### src/rtl/mult_arbiter_if.sv
// Bus between the two requesters, the shared external 8x8 multiplier and the
// display, bundled for the mult_arbiter.
interface mult_arbiter_if;
    logic [1:0]  req;
    logic [7:0]  a0;
    logic [7:0]  b0;
    logic [7:0]  a1;
    logic [7:0]  b1;
    logic [1:0]  done;
    logic [15:0] product0;
    logic [15:0] product1;
    logic [7:0]  mult_a;
    logic [7:0]  mult_b;
    logic [15:0] mult_c;
    logic        busy;
    logic [15:0] disp_product;
    logic        disp_src;

    modport slave (
        input  req, a0, b0, a1, b1, mult_c,
        output done, product0, product1, mult_a, mult_b, busy, disp_product, disp_src
    );

    modport master (
        output req, a0, b0, a1, b1, mult_c,
        input  done, product0, product1, mult_a, mult_b, busy, disp_product, disp_src
    );
endinterface

### src/rtl/mult_arbiter.sv
// Round-robin arbiter sharing one external combinational 8x8 multiplier
// between two requesters; product captured WAIT_CYCLES after the grant.
module mult_arbiter #(
    parameter int unsigned WAIT_CYCLES = 2,
    parameter int unsigned INVERT_A    = 1
) (
    input logic           clk,
    input logic           rst_n,
    mult_arbiter_if.slave bus
);
    localparam int unsigned CNT_W = 4;
    localparam logic [CNT_W-1:0] CNT_LAST = CNT_W'(WAIT_CYCLES - 1);

    typedef enum logic [1:0] {
        IDLE = 2'd0,
        WAIT = 2'd1,
        DONE = 2'd2
    } state_t;

    state_t           state;
    state_t           state_next;
    logic [CNT_W-1:0] cnt;
    logic             prio;
    logic             owner;
    logic             grant_c;
    logic             grant_idx_c;
    logic             capture_c;
    logic [7:0]       a_sel_c;
    logic [7:0]       b_sel_c;

    // State register
    always_ff @(posedge clk or negedge rst_n) begin
        if (!rst_n) state <= IDLE;
        else        state <= state_next;
    end

    // Next-state logic
    always_comb begin
        state_next = state;
        unique case (state)
            IDLE:    if (|bus.req) state_next = WAIT;
            WAIT:    if (cnt == CNT_LAST) state_next = DONE;
            DONE:    state_next = IDLE;
            default: state_next = IDLE;
        endcase
    end

    // Grant/capture decode and operand selection; prio names the favoured requester
    always_comb begin
        grant_c     = (state == IDLE) && (|bus.req);
        grant_idx_c = (bus.req == 2'b11) ? prio : bus.req[1];
        capture_c   = (state == WAIT) && (cnt == CNT_LAST);
        a_sel_c     = grant_idx_c ? bus.a1 : bus.a0;
        b_sel_c     = grant_idx_c ? bus.b1 : bus.b0;
        if (INVERT_A != 0) a_sel_c = ~a_sel_c;
    end

    // Datapath and registered outputs
    always_ff @(posedge clk or negedge rst_n) begin
        if (!rst_n) begin
            cnt              <= '0;
            prio             <= 1'b0;
            owner            <= 1'b0;
            bus.done         <= '0;
            bus.busy         <= 1'b0;
            bus.mult_a       <= '0;
            bus.mult_b       <= '0;
            bus.product0     <= '0;
            bus.product1     <= '0;
            bus.disp_product <= '0;
            bus.disp_src     <= 1'b0;
        end else begin
            bus.busy <= (state_next != IDLE);
            bus.done <= '0;
            if (grant_c) begin
                bus.mult_a <= a_sel_c;
                bus.mult_b <= b_sel_c;
                cnt        <= '0;
                owner      <= grant_idx_c;
                prio       <= ~grant_idx_c;
            end else if (state == WAIT) begin
                cnt <= cnt + CNT_W'(1);
            end
            if (capture_c) begin
                if (owner) bus.product1 <= bus.mult_c;
                else       bus.product0 <= bus.mult_c;
                bus.disp_product <= bus.mult_c;
                bus.disp_src     <= owner;
                bus.done         <= owner ? 2'b10 : 2'b01;
            end
        end
    end
endmodule

### src/flat_wrapper.sv
// flat-port wrapper written by rule: the top's interface ports become plain ports
module mult_arbiter_flat 
#(
    parameter int unsigned WAIT_CYCLES = 2,
    parameter int unsigned INVERT_A    = 1
)
  (clk, rst_n, bus_req, bus_a0, bus_b0, bus_a1, bus_b1, bus_mult_c, bus_done, bus_product0, bus_product1, bus_mult_a, bus_mult_b, bus_busy, bus_disp_product, bus_disp_src);
  mult_arbiter_if bus_i ();
  input logic clk;
  input logic rst_n;
  input wire logic [$bits(bus_i.req)-1:0] bus_req;
  input wire logic [$bits(bus_i.a0)-1:0] bus_a0;
  input wire logic [$bits(bus_i.b0)-1:0] bus_b0;
  input wire logic [$bits(bus_i.a1)-1:0] bus_a1;
  input wire logic [$bits(bus_i.b1)-1:0] bus_b1;
  input wire logic [$bits(bus_i.mult_c)-1:0] bus_mult_c;
  output wire logic [$bits(bus_i.done)-1:0] bus_done;
  output wire logic [$bits(bus_i.product0)-1:0] bus_product0;
  output wire logic [$bits(bus_i.product1)-1:0] bus_product1;
  output wire logic [$bits(bus_i.mult_a)-1:0] bus_mult_a;
  output wire logic [$bits(bus_i.mult_b)-1:0] bus_mult_b;
  output wire logic [$bits(bus_i.busy)-1:0] bus_busy;
  output wire logic [$bits(bus_i.disp_product)-1:0] bus_disp_product;
  output wire logic [$bits(bus_i.disp_src)-1:0] bus_disp_src;
  assign bus_i.req = bus_req;
  assign bus_i.a0 = bus_a0;
  assign bus_i.b0 = bus_b0;
  assign bus_i.a1 = bus_a1;
  assign bus_i.b1 = bus_b1;
  assign bus_i.mult_c = bus_mult_c;
  assign bus_done = bus_i.done;
  assign bus_product0 = bus_i.product0;
  assign bus_product1 = bus_i.product1;
  assign bus_mult_a = bus_i.mult_a;
  assign bus_mult_b = bus_i.mult_b;
  assign bus_busy = bus_i.busy;
  assign bus_disp_product = bus_i.disp_product;
  assign bus_disp_src = bus_i.disp_src;
  mult_arbiter #(.WAIT_CYCLES(WAIT_CYCLES), .INVERT_A(INVERT_A)) u_core (.clk(clk), .rst_n(rst_n), .bus(bus_i));
endmodule
### config.mk
export PLATFORM = sky130hd
export DESIGN_NAME = mult_arbiter_flat
export DESIGN_NICKNAME = d
export VERILOG_FILES = /design/src/rtl/mult_arbiter_if.sv /design/src/rtl/mult_arbiter.sv /design/src/flat_wrapper.sv
export SDC_FILE = /design/constraint.sdc
export NUM_CORES = 1
export LEC_CHECK = 0
export BUFFER_PORTS_ARGS = -buffer_cell sky130_fd_sc_hd__buf_2
export CAP_MARGIN = 30
export CORE_MARGIN = 2
export CORE_UTILIZATION = 50
export CTS_CLUSTER_DIAMETER = 120
export DETAILED_ROUTE_END_ITERATION = 16
export GPL_TIMING_DRIVEN = 0
export PLACE_DENSITY = 0.91
export SLEW_MARGIN = 10
export SYNTH_ARGS = -nofsm -noshare
export SYNTH_HDL_FRONTEND = slang
export SYNTH_SLANG_ARGS = --single-unit
### constraint.sdc
create_clock -name clk -period 2.75 [get_ports clk]
set_input_delay 0.55 -clock clk [delete_from_list [all_inputs] [get_ports clk]]
set_output_delay 0.55 -clock clk [all_outputs]
set_load 0.01 [all_outputs]
==> metrics.md <==
| Metric | Value |
|---|---|
| 1st-iter DRT viols | `101` |
| Worst path required time | `2980 ps` |
| Worst slack at placement | `983 ps` |
| Maximum fanout encountered on the critical timing path | `10` |
| Initial core utilization | `0.523` |
| Chip height | `82.9 µm` |
| Total power density per cell area | `1290 mW/mm²` |
| Synthesized flop and latch total | `76` |
| Peak supply drop | `820 µV` |
| Half-perimeter wire length after placement | `5.15 mm` |
| Library cell occupying the most area in the post-synthesis netlist | `dfrtp_1` |
| Area growth from synthesis to layout | `31.6%` |
| Reg-to-reg setup timing slack | `990 ps` |
| Number of flops mapped to enable cells by yosys | `0` |
| Data arrival time at the worst-slack endpoint | `1990 ps` |
| Area of the mapped netlist | `0.00312 mm²` |
| Sequential area share after synthesis | `0.610` |
| Gr usage total | `0.215` |
| Clock-pin slew on the worst setup and hold paths | `80 ps` |
| Number of setup violations in the final report | `0` |
| Average detailed-routed wire length per instance | `16.4 µm` |
| Cts repair resizes | `0` |
| Pin slew with the least headroom to its limit | `459 ps` |
| Post-synthesis net count | `273` |
| First-pass GRT wire length | `11.8 mm` |
| Worst clock skew | `15.6 ps` |
| Leakage power summed over all cells | `2.12 nW` |
| Max-cap violations | `0` |
| Number of warning messages in the yosys log | `0` |
| Number of optimization iterations in the first detailed-route pass | `4` |
| Startpoint kind of the worst setup timing path | `register` |
| Nets | `404` |
| Synth Instances | `219` |
| Crit path max-delay cell type | `dfrtp_1` |
| DRT antenna net count | `0` |
| Series of cell instances along the critical path | `inv_1 -> ha_1 -> nand4_4 -> buf_6 -> mux2_4` |
| Average footprint of a synthesized cell | `14.2 µm²` |
| Number of input and output port buffers inserted | `119` |
| Final Hold Viols | `0` |
| Clock tree buffer depth | `2` |
| Root Buffer | `clkbuf_8` |
| Commonest cells in the synthesized netlist | `dfrtp_1, mux2_2, inv_1` |
| # fillers | `432` |
| Sum of routed wire length over all layers | `7.06 mm` |
| Path type of the worst setup path | `register to register` |
| Number of top-level pins | `120` |
| Chip Width | `82.9 µm` |
| Post-CTS setup repair buffer count | `0` |
| Pin count of the biggest net entering global routing | `48` |
| Diodes inserted | `0` |
| CTS hold repair buffers | `0` |
| Vias/cell | `5.16` |
| Placeable core region | `0.00596 mm²` |
| Worst setup margin | `992 ps` |
| RSZ-0062 raised after global routing | `no` |
| Synth area leaders | `dfrtp_1, mux2_2, mux2_4` |
| Max Clk Rate | `0.569 GHz` |
| Layout cell share with drive strength beyond 1 | `0.546` |
| Count of final max-slew check failures | `0` |
| Ys async rst share | `1.00` |
| Outcome | `complete, no violations` |
| Placer's final routability congestion estimate | `0.826` |
| Slew headroom | `0.694` |
| Antenna violations before repair | `0` |
| Top_reg_cell synth | `dfrtp_1` |
| Number of distinct library cells after synthesis | `27` |
| Count of H-tree levels built during CTS | `3` |
| Worst path max stage delay | `410 ps` |
| Class of the most critical hold timing path | `input port to async pin` |
| Overflow left after global routing | `0` |
| Final period utilization | `0.639` |
| Num Clock Sinks | `76` |
| Remaining design rule violation count | `0` |
| Crit. End Element | `register` |
| Number of global-route vias before repair | `2406` |
| TNS Setup | `0 ps` |
| Area enclosed by the die boundary | `0.00688 mm²` |
| Cell with the most instances after synthesis | `dfrtp_1` |
| Fraction of post-synthesis cell area in the top cell type by area | `0.610` |
| Skew-Pair Late Insertion Delay | `350 ps` |
| Total via count in the routed design | `2219` |
| Clock tree from TritonCTS | `done` |
| Number of buffers added by the clock tree synthesis step | `9` |
| Final worst path period need | `1760 ps` |
| Rows | `28` |
[routing by layer]
layer	global-route usage	part of all wire
met1	0.260	0.41
met2	0.358	0.53
met3	0.0517	0.040
met4	0.112	0.024
met5	0	0
[cells by family after synthesis]
family | synth area share
simple gates | 0.0538
buf+inv | 0.0422
compound gates | 0.0855
xor+xnor | 0.00281
flops | 0.610
fa+ha+maj | 0.00803
mux | 0.197
[cells in the final DEF (no fill, tap or decap), types with 3 or more instances in the layout]
cell type  count
buf_2        118
buf_6          3
bufinv_16      4
clkbuf_1       7
clkbuf_8       9
dfrtp_1       76
inv_1         20
mux2_2        31
mux2_4        17
nand2_1        4
nand3_1        3
nor2_1         4
o21ai_0       19
o221ai_1      16
[flip-flops by register name (all words and copies together) (netlist names), 2 cells and up]
register,cells
u_core.bus.disp_product,16
u_core.bus.done,2
u_core.bus.mult_a,8
u_core.bus.mult_b,8
u_core.bus.product0,16
u_core.bus.product1,16
u_core.cnt,4
u_core.state,2
[through the flow]
step           power, mW  instances  utilization  hold slack, ps  cell area, µm²
4_1_cts             5.34        430        0.688             125            4100
5_1_grt             5.61        430        0.688             147            4100
6_report            5.30        430        0.688             125            4100
2_1_floorplan       3.36        219            -             254            3120
3_3_place_gp        4.09        413        0.639             469            3800
3_5_place_dp        4.22        414        0.644             488            3830
[path summary, 6_finish.rpt]
check | endpoint | cells past startpoint | start
setup / recovery | u_core.bus.product1[14]$_DFFE_PN0P_ | 5 | u_core.cnt[1]$_DFFE_PN0P_
hold / removal | u_core.bus.mult_a[4]$_DFFE_PN0P_ | 1 | rst_n
setup reg to reg | u_core.bus.product1[14]$_DFFE_PN0P_ | 5 | u_core.cnt[1]$_DFFE_PN0P_
hold reg to reg | u_core.bus.product1[0]$_DFFE_PN0P_ | 1 | u_core.bus.product1[0]$_DFFE_PN0P_
max in group asynchronous | u_core.bus.product1[3]$_DFFE_PN0P_ | 2 | rst_n
min in group clk | u_core.bus.mult_a[4]$_DFFE_PN0P_ | 2 | bus_a1[4]
[critical path: cells and delay by family (launching register included)]
kind	cells	cell delay, ps
AND/OR/NAND/NOR	1	260
flip-flops	1	410
buffers and inverters	2	320
multiplexers	1	300
adder cells (fa/ha/maj)	1	340
[cell type report]
type / count / area, µm² / share of cell area
sequential: 76 / 1900 / 0.464
multi-input combinational: 114 / 1080 / 0.264
timing repair buffer: 120 / 626 / 0.153
clock inverter: 6 / 136 / 0.0333
clock buffer: 10 / 128 / 0.0311
tap: 75 / 93.8 / 0.0229
inverter: 20 / 75.1 / 0.0183
buffer: 9 / 56.3 / 0.0137
[report_power, final]
part	switching (mW)	internal, mW
combinational	1.08	1.12
clock	0.413	0.696
sequential	0.307	1.68
total	1.80	3.50
(Power assumes the default switching activity.)
